### config.mk
export PLATFORM = sky130hd
export DESIGN_NAME = alu_req_arbiter
export DESIGN_NICKNAME = d
export VERILOG_FILES = /design/src/rtl/alu_req_arbiter.sv
export SDC_FILE = /design/constraint.sdc
export NUM_CORES = 1
export LEC_CHECK = 0
export ABC_AREA = 1
export CORE_MARGIN = 5
export CORE_UTILIZATION = 39
export CTS_CLUSTER_DIAMETER = 80
export DETAILED_ROUTE_END_ITERATION = 7
export PLACE_DENSITY = 0.84
export SYNTH_ARGS = -nofsm -noshare
export SYNTH_HDL_FRONTEND = slang
export SYNTH_SLANG_ARGS = --single-unit
### constraint.sdc
create_clock -name clk -period 2.7 [get_ports clk]
set_clock_uncertainty 0.2 [all_clocks]
set_input_delay 0.81 -clock clk [delete_from_list [all_inputs] [get_ports clk]]
set_output_delay 0.81 -clock clk [all_outputs]
set_load 0.01 [all_outputs]
### src/rtl/alu_req_arbiter.sv
// Two-port round-robin front end for a shared combinational ALU: registers the
// winning operands onto the ALU, captures Result/Zero, and holds them until accepted.
module alu_req_arbiter #(
  parameter int WIDTH = 32,
  parameter int OPW   = 3
) (
  input  logic             clk,
  input  logic             rst_n,
  input  logic             req0_valid,
  output logic             req0_ready,
  input  logic [WIDTH-1:0] req0_a,
  input  logic [WIDTH-1:0] req0_b,
  input  logic [OPW-1:0]   req0_op,
  input  logic             req1_valid,
  output logic             req1_ready,
  input  logic [WIDTH-1:0] req1_a,
  input  logic [WIDTH-1:0] req1_b,
  input  logic [OPW-1:0]   req1_op,
  output logic [WIDTH-1:0] alu_a,
  output logic [WIDTH-1:0] alu_b,
  output logic [OPW-1:0]   alu_op,
  input  logic [WIDTH-1:0] alu_result,
  input  logic             alu_zero,
  output logic             rsp_valid,
  input  logic             rsp_ready,
  output logic             rsp_id,
  output logic [WIDTH-1:0] rsp_result,
  output logic             rsp_zero
);

  typedef enum logic [1:0] {IDLE, EXEC, RESP} state_t;

  typedef struct packed {
    logic [WIDTH-1:0] a;
    logic [WIDTH-1:0] b;
    logic [OPW-1:0]   op;
  } op_t;

  state_t state, state_nxt;
  logic   last;
  logic   gnt0, gnt1;
  op_t    req0_pkt, req1_pkt, win_pkt;

  assign req0_pkt = {req0_a, req0_b, req0_op};
  assign req1_pkt = {req1_a, req1_b, req1_op};
  assign win_pkt  = gnt1 ? req1_pkt : req0_pkt;

  // last==1 means port 1 was served most recently, so port 0 wins a tie.
  always_comb begin
    state_nxt = state;
    gnt0      = 1'b0;
    gnt1      = 1'b0;
    case (state)
      IDLE: begin
        if (req0_valid && (!req1_valid || last)) gnt0 = 1'b1;
        else if (req1_valid)                     gnt1 = 1'b1;
        if (gnt0 || gnt1) state_nxt = EXEC;
      end
      EXEC:    state_nxt = RESP;
      RESP:    if (rsp_ready) state_nxt = IDLE;
      default: state_nxt = IDLE;
    endcase
  end

  assign req0_ready = rst_n & gnt0;
  assign req1_ready = rst_n & gnt1;
  assign rsp_valid  = (state == RESP);

  always_ff @(posedge clk) begin
    if (!rst_n) begin
      state      <= IDLE;
      last       <= 1'b1;
      alu_a      <= '0;
      alu_b      <= '0;
      alu_op     <= '0;
      rsp_id     <= 1'b0;
      rsp_result <= '0;
      rsp_zero   <= 1'b0;
    end else begin
      state <= state_nxt;
      if (gnt0 || gnt1) begin
        alu_a  <= win_pkt.a;
        alu_b  <= win_pkt.b;
        alu_op <= win_pkt.op;
        rsp_id <= gnt1;
        last   <= gnt1;
      end
      // ALU is combinational off the registered operands; sample it once in EXEC.
      if (state == EXEC) begin
        rsp_result <= alu_result;
        rsp_zero   <= alu_zero;
      end
    end
  end

endmodule

== Yosys cells after proc, flatten, opt, wreduce, memory -nomap -nowiden ==
Cells that the tools add are included.
Storage, ports and cells
  output and inout port bits: 104
  bits in registers: 104
  logic and storage cells: 32
Cells by class
  reduce and logical (&&, ||, !) cells: 7
  equality and inequality tests: 4
  bitwise logic cells: 2
  multiplexer cells: 11
Operators by type and width (count)
  two-way mux 67 bit: 1
  two-way mux 1 bit: 7
  one-hot mux 2 bit (3 select lines): 1
  two-way mux 2 bit: 2
  logical OR 1 bit: 3
  AND 1 bit: 2
  == test 2 x 1 -> 1 bit (second input constant): 1
  == test 2 bit (second input constant): 1
  logical NOT 2 bit: 1
  inequality test 2 x 1 -> 1 bit (second input constant): 1
  inequality test 2 bit (second input constant): 1
  AND reduction 2 bit: 1
  logical AND 1 bit: 1
  logical NOT 1 bit: 1

== Logic depth before layout (Yosys ltp) ==
Gate-level depths: netlist of run 1.
  depth after elaboration: 8
  gate-level depth with buffers: 8

== Worst setup path after synthesis of run 1 ==
OpenSTA, ideal clock, no wires.
  kind: input to output
  start point: input port req0_valid
  end point: output port req1_ready
  buffers on the path: 2
  setup slack: -5 ps
  data arrival time: 1695 ps
  stages: 5
  data required time: 1690 ps
  path through: a21oi_2 -> buf_4 -> buf_2 -> nand2_1 -> nor2_1
Between the ends
  longest elaborated chain between the ends: 5
RTL lines
  start: declaration: RTL line 9  | input logic req0_valid,
  logical AND 1 bit: RTL line 55  | if (req0_valid && (!req1_valid || last)) gnt0 = 1'b1;
  two-way mux 1 bit: RTL line 55
  two-way mux 1 bit (2 in a row): RTL line 53  | case (state)
  AND 1 bit: RTL line 66  | assign req1_ready = rst_n & gnt1;
  end: declaration: RTL line 15  | output logic req1_ready,
Every way passes these cells. The select of a mux whose other input is x is not followed.

== Final worst setup path of run 1 ==
  start point: input port req1_valid
  end point: output port req1_ready
Between the ends
  longest elaborated chain between the ends: 7
  elaborated cells on any way between the ends: 8
  those cells by class: 4 x mux; 1 x bitwise; 3 x reduce/logical
RTL lines
  start: declaration: RTL line 14  | input logic req1_valid,
  logical NOT 1 bit: RTL line 55
  logical OR 1 bit: RTL line 55
  logical AND 1 bit: RTL line 55
  two-way mux 1 bit *: RTL line 55
  two-way mux 1 bit * (2 in a row): RTL line 53
  AND 1 bit *: RTL line 66
Mark *: on every way between the ends. The rest lies on a longest branch, timed or not. The select of a mux whose other input is x is not followed.

==> summary.md, run 1 <==
| Metric | Value |
|---|---|
| Routed Antenna Nets | 0 |
| Largest net degree at the start of global routing | 102 |
| Post-DP HPWL | roughly 11000 um |
| PD cells | 583 nW/um2 |
| Gr ovfl total | 0 |
| Non-filler cells, final | ~1200 |
| Yosys reg bits | 104 |
| WL per Instance | 13.8 um |
| Max Clock Freq | 396 MHz |
| Top Ports | about 280 |
| RePlAce Congestion | between 0.8 and 0.9 |
| Share of layout cells above drive strength 1 | 0.0392 |
| Vias | 5554 |
| Die Y | 122 um |
| Syn Nets | 926 |
| Port bufs | 275 |
| CP Data Required Time | 1.69 ns |
| Leading area contributor after synthesis | dfxtp_1 |
| CTS Buffer Depth | 2 |
| DRT Wirelength | 16100 um |
| Worst VDD drop | 0.277 mV |
| Clk_lat worst skew | 0.34 ns |
| Fin crit period | 2.53 ns |
| First-pass GRT wire length | 25100 um |
| DRC | 0 |
| CP max stage cell | clkdlybuf4s15_2 |
| 1st-pass router iterations | 4 |
| Max_slew headroom | 0.395 |
| Hold Fails Final Rpt | 0 |
| Gr usage total | 0.209 |
| WHS Path Cells | 2 |
| CTS Buf Count | 9 |
| Area growth from synthesis to layout | 64.3% |
| Die ar. | approximately 15000 um2 |
| Vias/cell | between 4 and 5 |
| Yosys cell types | 17 |
| Fin crit share | 0.935 |
| Initial antenna violation count | 0 |
| Outcome | complete, no violations |
| Placeable Area | 12200 um2 |
| Crit-path max FO | 2 |
| Hold Crit Class | reg -> reg |
| Reg2Reg Depth | 6 |
| Pins over their slew limit | 0 |
| Worst Path Class, Setup | in -> out |
| Post-synth ARST share | 0 |
| DRT iter0 DRCs | approximately 380 |
| Fin nets | 1163 |
| CTS tree | yes |
| Site Rows | 40 |
| H-tree levels | 3 |
| Final setup viols | 0 |
| Post-layout util | 0.660 |
| Synthesized area per cell | ~6.5 um2 |
| Max_cap viols | 0 |
| CTS Root Cell | clkbuf_16 |
| Setup crit end kind | output port |
| Worst-path clk slew | 0.07 ns |
| Synth Instances | about 750 |
| DIE WIDTH | ~120 um |
| Worst path max stage delay | 0.23 ns |
| EDFF count, synth | 0 |
| RSZ-0062 raised after global routing | no |
| Hold buffer count at cts | 0 |
| Buffers & Inverters on Critical Path | 3 |
| Largest cells by area after synthesis | dfxtp_1 43%, nor2_1 16%, a21oi_1 7.1%, nand3_1 7.0%, o21ai_0 6.6% |
| Post-synth top area share | 0.426 |
| Slew @ Worst Pin | ~0.91 ns |
| Post-synthesis cell area | between 4000 and 5000 um2 |
| Synth top cells by count | 203 x nor2_1, 104 x dfxtp_1, 72 x nand2_1 |
| Vias in the first global route | 5069 |
| Syn. warnings | 0 |
| CP Cell Sequence | clkbuf_2 -> inv_2 -> a21oi_4 -> nand2_1 -> nor2_1 -> clkdlybuf4s15_2 |
| Most used DFF post-synth | dfxtp_1 |
| Critical Path Stages | 6 |
| Lkg Pwr | 3.44 nW |
| Clock sink count | around 100 |
| Initial Util | 0.401 |
| Count leader, synth | nor2_1 |
| Sequential area share after synthesis | 0.426 |
| Placed Cells | 1148 |
| Delay-heaviest family, CP | buffers and inverters |
| Filler cell count | 1051 |
| Antenna cells | 0 |
| CP arrival | 1.52 ns |
| Worst Setup Start Kind | input pin |
-- worst reg2reg max path: cells and delay by family (launching register included) --
kind	cells	cell delay, ns
flip-flops	1	0.36
buffers and inverters	2	0.93
AO/OA/AOI/OAI	2	0.29
AND/OR/NAND/NOR	2	0.17
-- what timing repair did --
action / CTS / global route
pin swaps: 1 / 1
setup endpoints to repair: 3 / 2
buffers inserted: 0 / 0
cloned: 0 / 0
gates resized for setup: 12 / 2
-- report_power, final --
group	switching, W	internal, W
sequential	0.0000904	0.00172
clock	0.000592	0.000843
combinational	0.000691	0.000741
total	0.00137	0.00330
-- flip-flops by register name, summed over array words and instances, names as in the netlist --
name,cells
alu_op,3
state,2
alu_b,32
rsp_result,32
last,1
rsp_id,1
alu_a,32
rsp_zero,1
-- worst paths after layout --
kind,start,end,slack (ns)
min reg2reg,rsp_result[11],rsp_result[11],0.28
max,req1_valid,req1_ready,0.17
min,rsp_result[11],rsp_result[11],0.28
max reg2reg,last,alu_a[24],0.64
-- cell usage in the layout, fill, tap and decap left out --
master and count:
nor2_1 203, bufinv_16 2, clkinvlp_4 1, buf_4 8, clkdlybuf4s15_2 1, buf_12 3
inv_1 69, nand2_1 72, nor4_1 1, nor2_4 1, clkbuf_8 1, nand3_1 68
a21oi_1 69, inv_2 4, clkinv_2 1, dfxtp_1 104, a21oi_4 1, clkbuf_16 9
o21a_4 1, clkbuf_2 2, o21ai_0 64, o21ai_1 37, buf_2 2, clkdlybuf4s50_1 270
inv_6 2
-- layer usage --
layer,GRT usage,vias to the layer above,share of wire
li1,-,2862,-
met1,0.242,2448,0.39
met2,0.350,218,0.46
met3,0.0850,26,0.13
met4,0.0735,0,0.025
met5,0,-,0
-- area by class of cell --
cell class / count / area, um2 / area share
clock inverters: 6 / 90.1 / 0.0112
flip-flops and latches: 104 / 2080 / 0.260
inverters: 73 / 274 / 0.0342
well taps: 168 / 210 / 0.0262
repair buffers: 286 / 2850 / 0.356
clock buffers: 10 / 239 / 0.0298
multi-input cells: 517 / 2270 / 0.283
-- per-stage QoR --
step           total power, W  setup slack (ns)  TNS, ns  hold slack (ns)  area, um2
5_1_grt               0.00495            0.0962        0            0.306       8020
2_1_floorplan         0.00254            0.0598        0            0.283       4890
3_5_place_dp          0.00328            -0.621   -14.25            0.272       7710
3_3_place_gp          0.00326            -0.557   -13.49            0.261       7710
4_1_cts               0.00472            0.0146        0            0.288       8030
6_report              0.00468             0.175        0            0.284       8020
-- cells by family after synthesis --
logic type	Yosys count	share of synthesized area
AOI/OAI and AO/OA	172	0.178
DFF	104	0.426
buffers and inverters	133	0.111
and+or+nand+nor	345	0.285
Note: power is estimated with default switching activity, not from simulation.
==> run 2: changes to the inputs <==
CTS_BUF_LIST = sky130_fd_sc_hd__clkbuf_16   (was unset)
==> run 2 against run 1 <==
Compared with the run above: non-clock buffer count is the same; fmax shrank 0.26%; clock-buffer cell count shrank 1; register-to-register slack is essentially flat; hold slack lost 0.0017 ns; largest power group unchanged.
==> summary.md, run 2 (synthesized netlist as in run 1, its figures left out) <==
| Metric | Value |
|---|---|
| Port bufs | 275 |
| Fin crit share | 0.938 |
| Initial Util | 0.401 |
| Vias | 5560 |
| Filler cell count | 1054 |
| DIE WIDTH | 122 um |
| First-pass GRT wire length | 25000 um |
| Final setup viols | 0 |
| Fin crit period | 2.53 ns |
| CP Cell Sequence | clkbuf_2 -> inv_2 -> a21oi_4 -> nand2_1 -> nor2_1 -> clkdlybuf4s15_2 |
| Die Y | 122 um |
| Setup Fix Bufs, Post-CTS | 0 |
| Outcome | complete, no violations |
| Gr ovfl total | 0 |
| Worst path max stage delay | between 0.2 and 0.25 ns |
| RSZ-0062 raised after global routing | no |
| 1st-pass router iterations | 5 |
| Reg2Reg Depth | 6 |
| Worst Path Class, Setup | in -> out |
| Share of layout cells above drive strength 1 | 0.0382 |
| CTS tree | yes |
| Non-filler cells, final | roughly 1200 |
| Clock sink count | around 100 |
| Initial antenna violation count | 0 |
| Hold Fails Final Rpt | 0 |
| PD cells | 580 nW/um2 |
| DRC | 0 |
| Post-DP HPWL | 11500 um |
| CTS Buffer Depth | 2 |
| Biggest regs | alu_a x32, alu_b x32, rsp_result x32 |
| Routed Antenna Nets | 0 |
| CP Data Required Time | 1.69 ns |
| Crit-path max FO | 2 |
| DRT Wirelength | 16100 um |
| RePlAce Congestion | a little over 0.8 |
| CTS Buf Count | 9 |
| Worst Setup Start Kind | input pin |
| Site Rows | 40 |
| Vias/cell | 4.78 |
| Hold buffer count at cts | 0 |
| CP arrival | roughly 1.5 ns |
| Top Ports | between 200 and 300 |
| Clk_lat worst skew | between 0.3 and 0.4 ns |
| Placeable Area | roughly 12000 um2 |
| WHS Path Cells | 2 |
| CP max stage cell | clkdlybuf4s15_2 |
| Worst VDD drop | ~0.26 mV |
| Pins over their slew limit | 0 |
| Max Clock Freq | 395 MHz |
| Largest net degree at the start of global routing | 102 |
| Gr usage total | 0.209 |
| DRT iter0 DRCs | 421 |
| Commonest non-fill, non-tap cell in the layout | clkdlybuf4s50_1 |
| WL per Instance | 13.9 um |
| Worst-path clk slew | 0.07 ns |
| Setup crit end kind | output port |
| Slew @ Worst Pin | roughly 0.9 ns |
| Antenna cells | 0 |
| Max_slew headroom | 0.389 |
| Final hold slack | 0.283 ns |
| Vias in the first global route | 5055 |
| Fin nets | 1163 |
| Max_cap viols | 0 |
| H-tree levels | 3 |
| Placed Cells | between 1000 and 1500 |
| Die ar. | approximately 15000 um2 |
| Hold Crit Class | reg -> reg |
| Commonest cells after routing, fill and taps aside | 270 x clkdlybuf4s50_1, 203 x nor2_1, 104 x dfxtp_1 |
| Lkg Pwr | 3.44 nW |
| CTS Root Cell | clkbuf_16 |
| Area growth from synthesis to layout | 64.1% |
## run 2: cell types whose count changed in the layout (fill, tap and decap cells not counted), sizes merged
cell / delta
clkbuf: -1
clkinv: +1
## run 2: critical path, delay by kind of cell
kind | cells | cell delay [ns]
buffers and inverters | 3 | 0.40
AND/OR/NAND/NOR | 2 | 0.19
AO/OA/AOI/OAI | 1 | 0.11
## run 2: area by class of cell
class / count / area [um2] / area share
Timing Repair Buffer: 286 / 2850 / 0.356
Clock inverter: 7 / 93.8 / 0.0117
Sequential cell: 104 / 2080 / 0.260
Tap cell: 168 / 210 / 0.0262
Inverter: 73 / 274 / 0.0342
Clock buffer: 9 / 225 / 0.0281
Multi-Input combinational cell: 517 / 2270 / 0.284
## run 2: layer usage
metal	part of all wire	track usage	routed length (um)	up-vias
met5	0	0	0	-
met4	0.024	0.0756	388	0
met3	0.13	0.0831	2080	26
met2	0.46	0.349	7470	224
met1	0.38	0.243	6190	2449
li1	-	-	-	2861
## run 2: path summary, 6_finish.rpt
| path | start | endpoint | slack (ns) |
|---|---|---|---|
| min | rsp_result[11] | rsp_result[11] | 0.28 |
| max | req1_valid | req1_ready | 0.17 |
| max reg2reg | last | alu_a[24] | 0.63 |
| min reg2reg | rsp_result[11] | rsp_result[11] | 0.28 |
## run 2: where the power goes
group	internal (W)	switching (W)	total (W)
Clock	0.000815	0.000592	0.00141
Sequential	0.00172	0.0000902	0.00181
Combinational	0.000741	0.000691	0.00143
## run 2: repair_timing
action / in CTS / in global routing
gates cloned: 0 / 0
gates resized for setup: 12 / 2
pin swaps: 1 / 1
setup endpoints to repair: 3 / 2
## run 2: metrics by stage
stage                      util  cell area [um2]  setup TNS, ns  power [W]  worst slack [ns]
final                     0.659             8010              0    0.00465             0.168
after global routing      0.659             8010              0    0.00492            0.0952
after CTS                 0.660             8020              0    0.00469            0.0146
after detailed placement  0.634             7710         -14.25    0.00328            -0.621
after global placement    0.634             7710         -13.49    0.00326            -0.557
after floorplan               -             4890              0    0.00254            0.0598
==> run 3: changes to the inputs <==
CORE_UTILIZATION = 30   (was 39)
PLACE_DENSITY = 0.67   (was 0.84)
==> run 3 against run 2 <==
Compared with the run above: power is 0.13% lower; sequential share of layout area fell by 0.29 points; largest power group unchanged; largest cell class unchanged; sequential power about the same; routed wire length rose by 5.6%; clock-buffer cell count stayed put; fmax decreased by 4.3%.
==> summary.md, run 3 (synthesized netlist as in run 1, its figures left out) <==
| Metric | Value |
|---|---|
| Outcome | complete, no violations |
| WL per Instance | 14.0 um |
| Fin crit period | 2.65 ns |
| DRT iter0 DRCs | 294 |
| CP arrival | roughly 1.6 ns |
| Non-filler cells, final | around 1200 |
| DRC | 0 |
| Worst R2R Setup Slack | 0.66 ns |
| Vias/cell | 4.54 |
| Worst Path Class, Setup | reg -> out |
| CP max stage cell | clkdlybuf4s50_1 |
| CTS Root Cell | clkbuf_16 |
| Fin crit share | 0.980 |
| Placeable Area | 15900 um2 |
| First-pass GRT wire length | 26300 um |
| Clk_lat worst skew | 0.35 ns |
| RSZ-0062 raised after global routing | no |
| PD cells | 573 nW/um2 |
| Routed Antenna Nets | 0 |
| DIE WIDTH | 138 um |
| Pins over their slew limit | 0 |
| CP Cell Sequence | inv_2 -> nor2_1 -> clkdlybuf4s50_1 |
| Final setup viols | 0 |
| Filler cell count | between 1500 and 2000 |
| Gr usage total | 0.174 |
| Commonest non-fill, non-tap cell in the layout | clkdlybuf4s50_1 |
| Finished layout cell area | 8100 um2 |
| Vias in the first global route | 5163 |
| Slew @ Worst Pin | 0.943 ns |
| Worst-path clk slew | 0.07 ns |
| CTS Buffer Depth | 2 |
| Max_cap viols | 0 |
| Gr ovfl total | 0 |
| Max_slew headroom | 0.371 |
| Post-layout power | 0.00464 W |
| Placed cell area | 7790 um2 |
| Site Rows | 46 |
| CTS tree | yes |
| H-tree levels | 3 |
| Top Ports | 276 |
| Initial Util | 0.306 |
| Crit-path max FO | 3 |
| RePlAce Congestion | 0.809 |
| Area growth from synthesis to layout | 65.9% |
| Clock sink count | 104 |
| Commonest cells after routing, fill and taps aside | 270 x clkdlybuf4s50_1, 202 x nor2_1, 104 x dfxtp_1 |
| Die Y | 138 um |
| Hold Fails Final Rpt | 0 |
| DRT Wirelength | ~17000 um |
| Max Clock Freq | 378 MHz |
| Placed Cells | 1199 |
| Post-DP HPWL | 12000 um |
| Vias | 5519 |
| Delay-heaviest family, CP | buffers and inverters |
| Buffers & Inverters on Critical Path | 2 |
| CTS Buf Count | 9 |
| CP Data Required Time | roughly 1.7 ns |
| Worst Setup Start Kind | register |
| Largest net degree at the start of global routing | 102 |
| Worst path max stage delay | 0.60 ns |
| Hold Crit Class | reg -> reg |
| Setup crit end kind | output port |
| Fin nets | 1166 |
| Setup Fix Bufs, Post-CTS | 0 |
| CTS resizes | 12 |
| Worst VDD drop | between 0.2 and 0.3 mV |
| 1st-pass router iterations | 6 |
| Port bufs | approximately 280 |
| Hold buffer count at cts | 0 |
| Lkg Pwr | 3.45 nW |
| Biggest regs | alu_a x32, alu_b x32, rsp_result x32 |
| Die ar. | between 15000 and 20000 um2 |
| Antenna cells | 0 |
| Share of layout cells above drive strength 1 | 0.0420 |
| Initial antenna violation count | 0 |
[run 3: cell count changes in the layout (fill, tap and decap cells not counted), sizes merged]
cell	delta
buf	+4
bufinv	-1
clkbuf	-2
clkdlybuf4s15	-1
clkinv	-1
clkinvlp	+1
dlygate4sd2	+2
inv	+1
[run 3: per-layer routing]
layer	track usage	share of wire
met1	0.219	0.42
met2	0.265	0.43
met4	0.0665	0.023
met3	0.0738	0.13
met5	0	0
[run 3: area by class of cell]
class,count,area [um2],area share
Timing Repair Buffer,289,2890,0.356
Tap cell,216,270,0.0334
Clock buffer,9,225,0.0278
Inverter,73,274,0.0338
Clock inverter,7,87.6,0.0108
Sequential cell,104,2080,0.257
Multi-Input combinational cell,517,2280,0.281
[run 3: report_power, final]
group	total, W	internal (W)	switching, W
combinational	0.00145	0.000751	0.000699
sequential	0.00181	0.00172	0.0000902
clock	0.00138	0.000741	0.000643
[run 3: per-stage QoR]
stage / hold slack (ns) / util / TNS, ns / setup slack, ns
2_1_floorplan: 0.283 / - / 0 / 0.0598
3_3_place_gp: 0.244 / 0.489 / -17.79 / -0.555
3_5_place_dp: 0.256 / 0.489 / -19.67 / -0.589
4_1_cts: 0.267 / 0.508 / 0 / 0.0269
5_1_grt: 0.272 / 0.508 / 0 / 0.00272
6_report: 0.265 / 0.508 / 0 / 0.0546
[run 3: worst paths after layout]
check	from	endpoint	cells after the start
setup / recovery	state[1]	rsp_valid	3
hold reg to reg	rsp_id	rsp_id	2
hold / removal	rsp_id	rsp_id	2
setup reg to reg	last	alu_b[22]	6
[run 3: worst register-to-register path: stages (launching register included)]
cell and delay (ns):
dfxtp_1 0.36, a21oi_4 0.18, buf_6 0.48, buf_6 0.42
a21oi_1 0.13, nor2_1 0.13, nor2_1 0.05
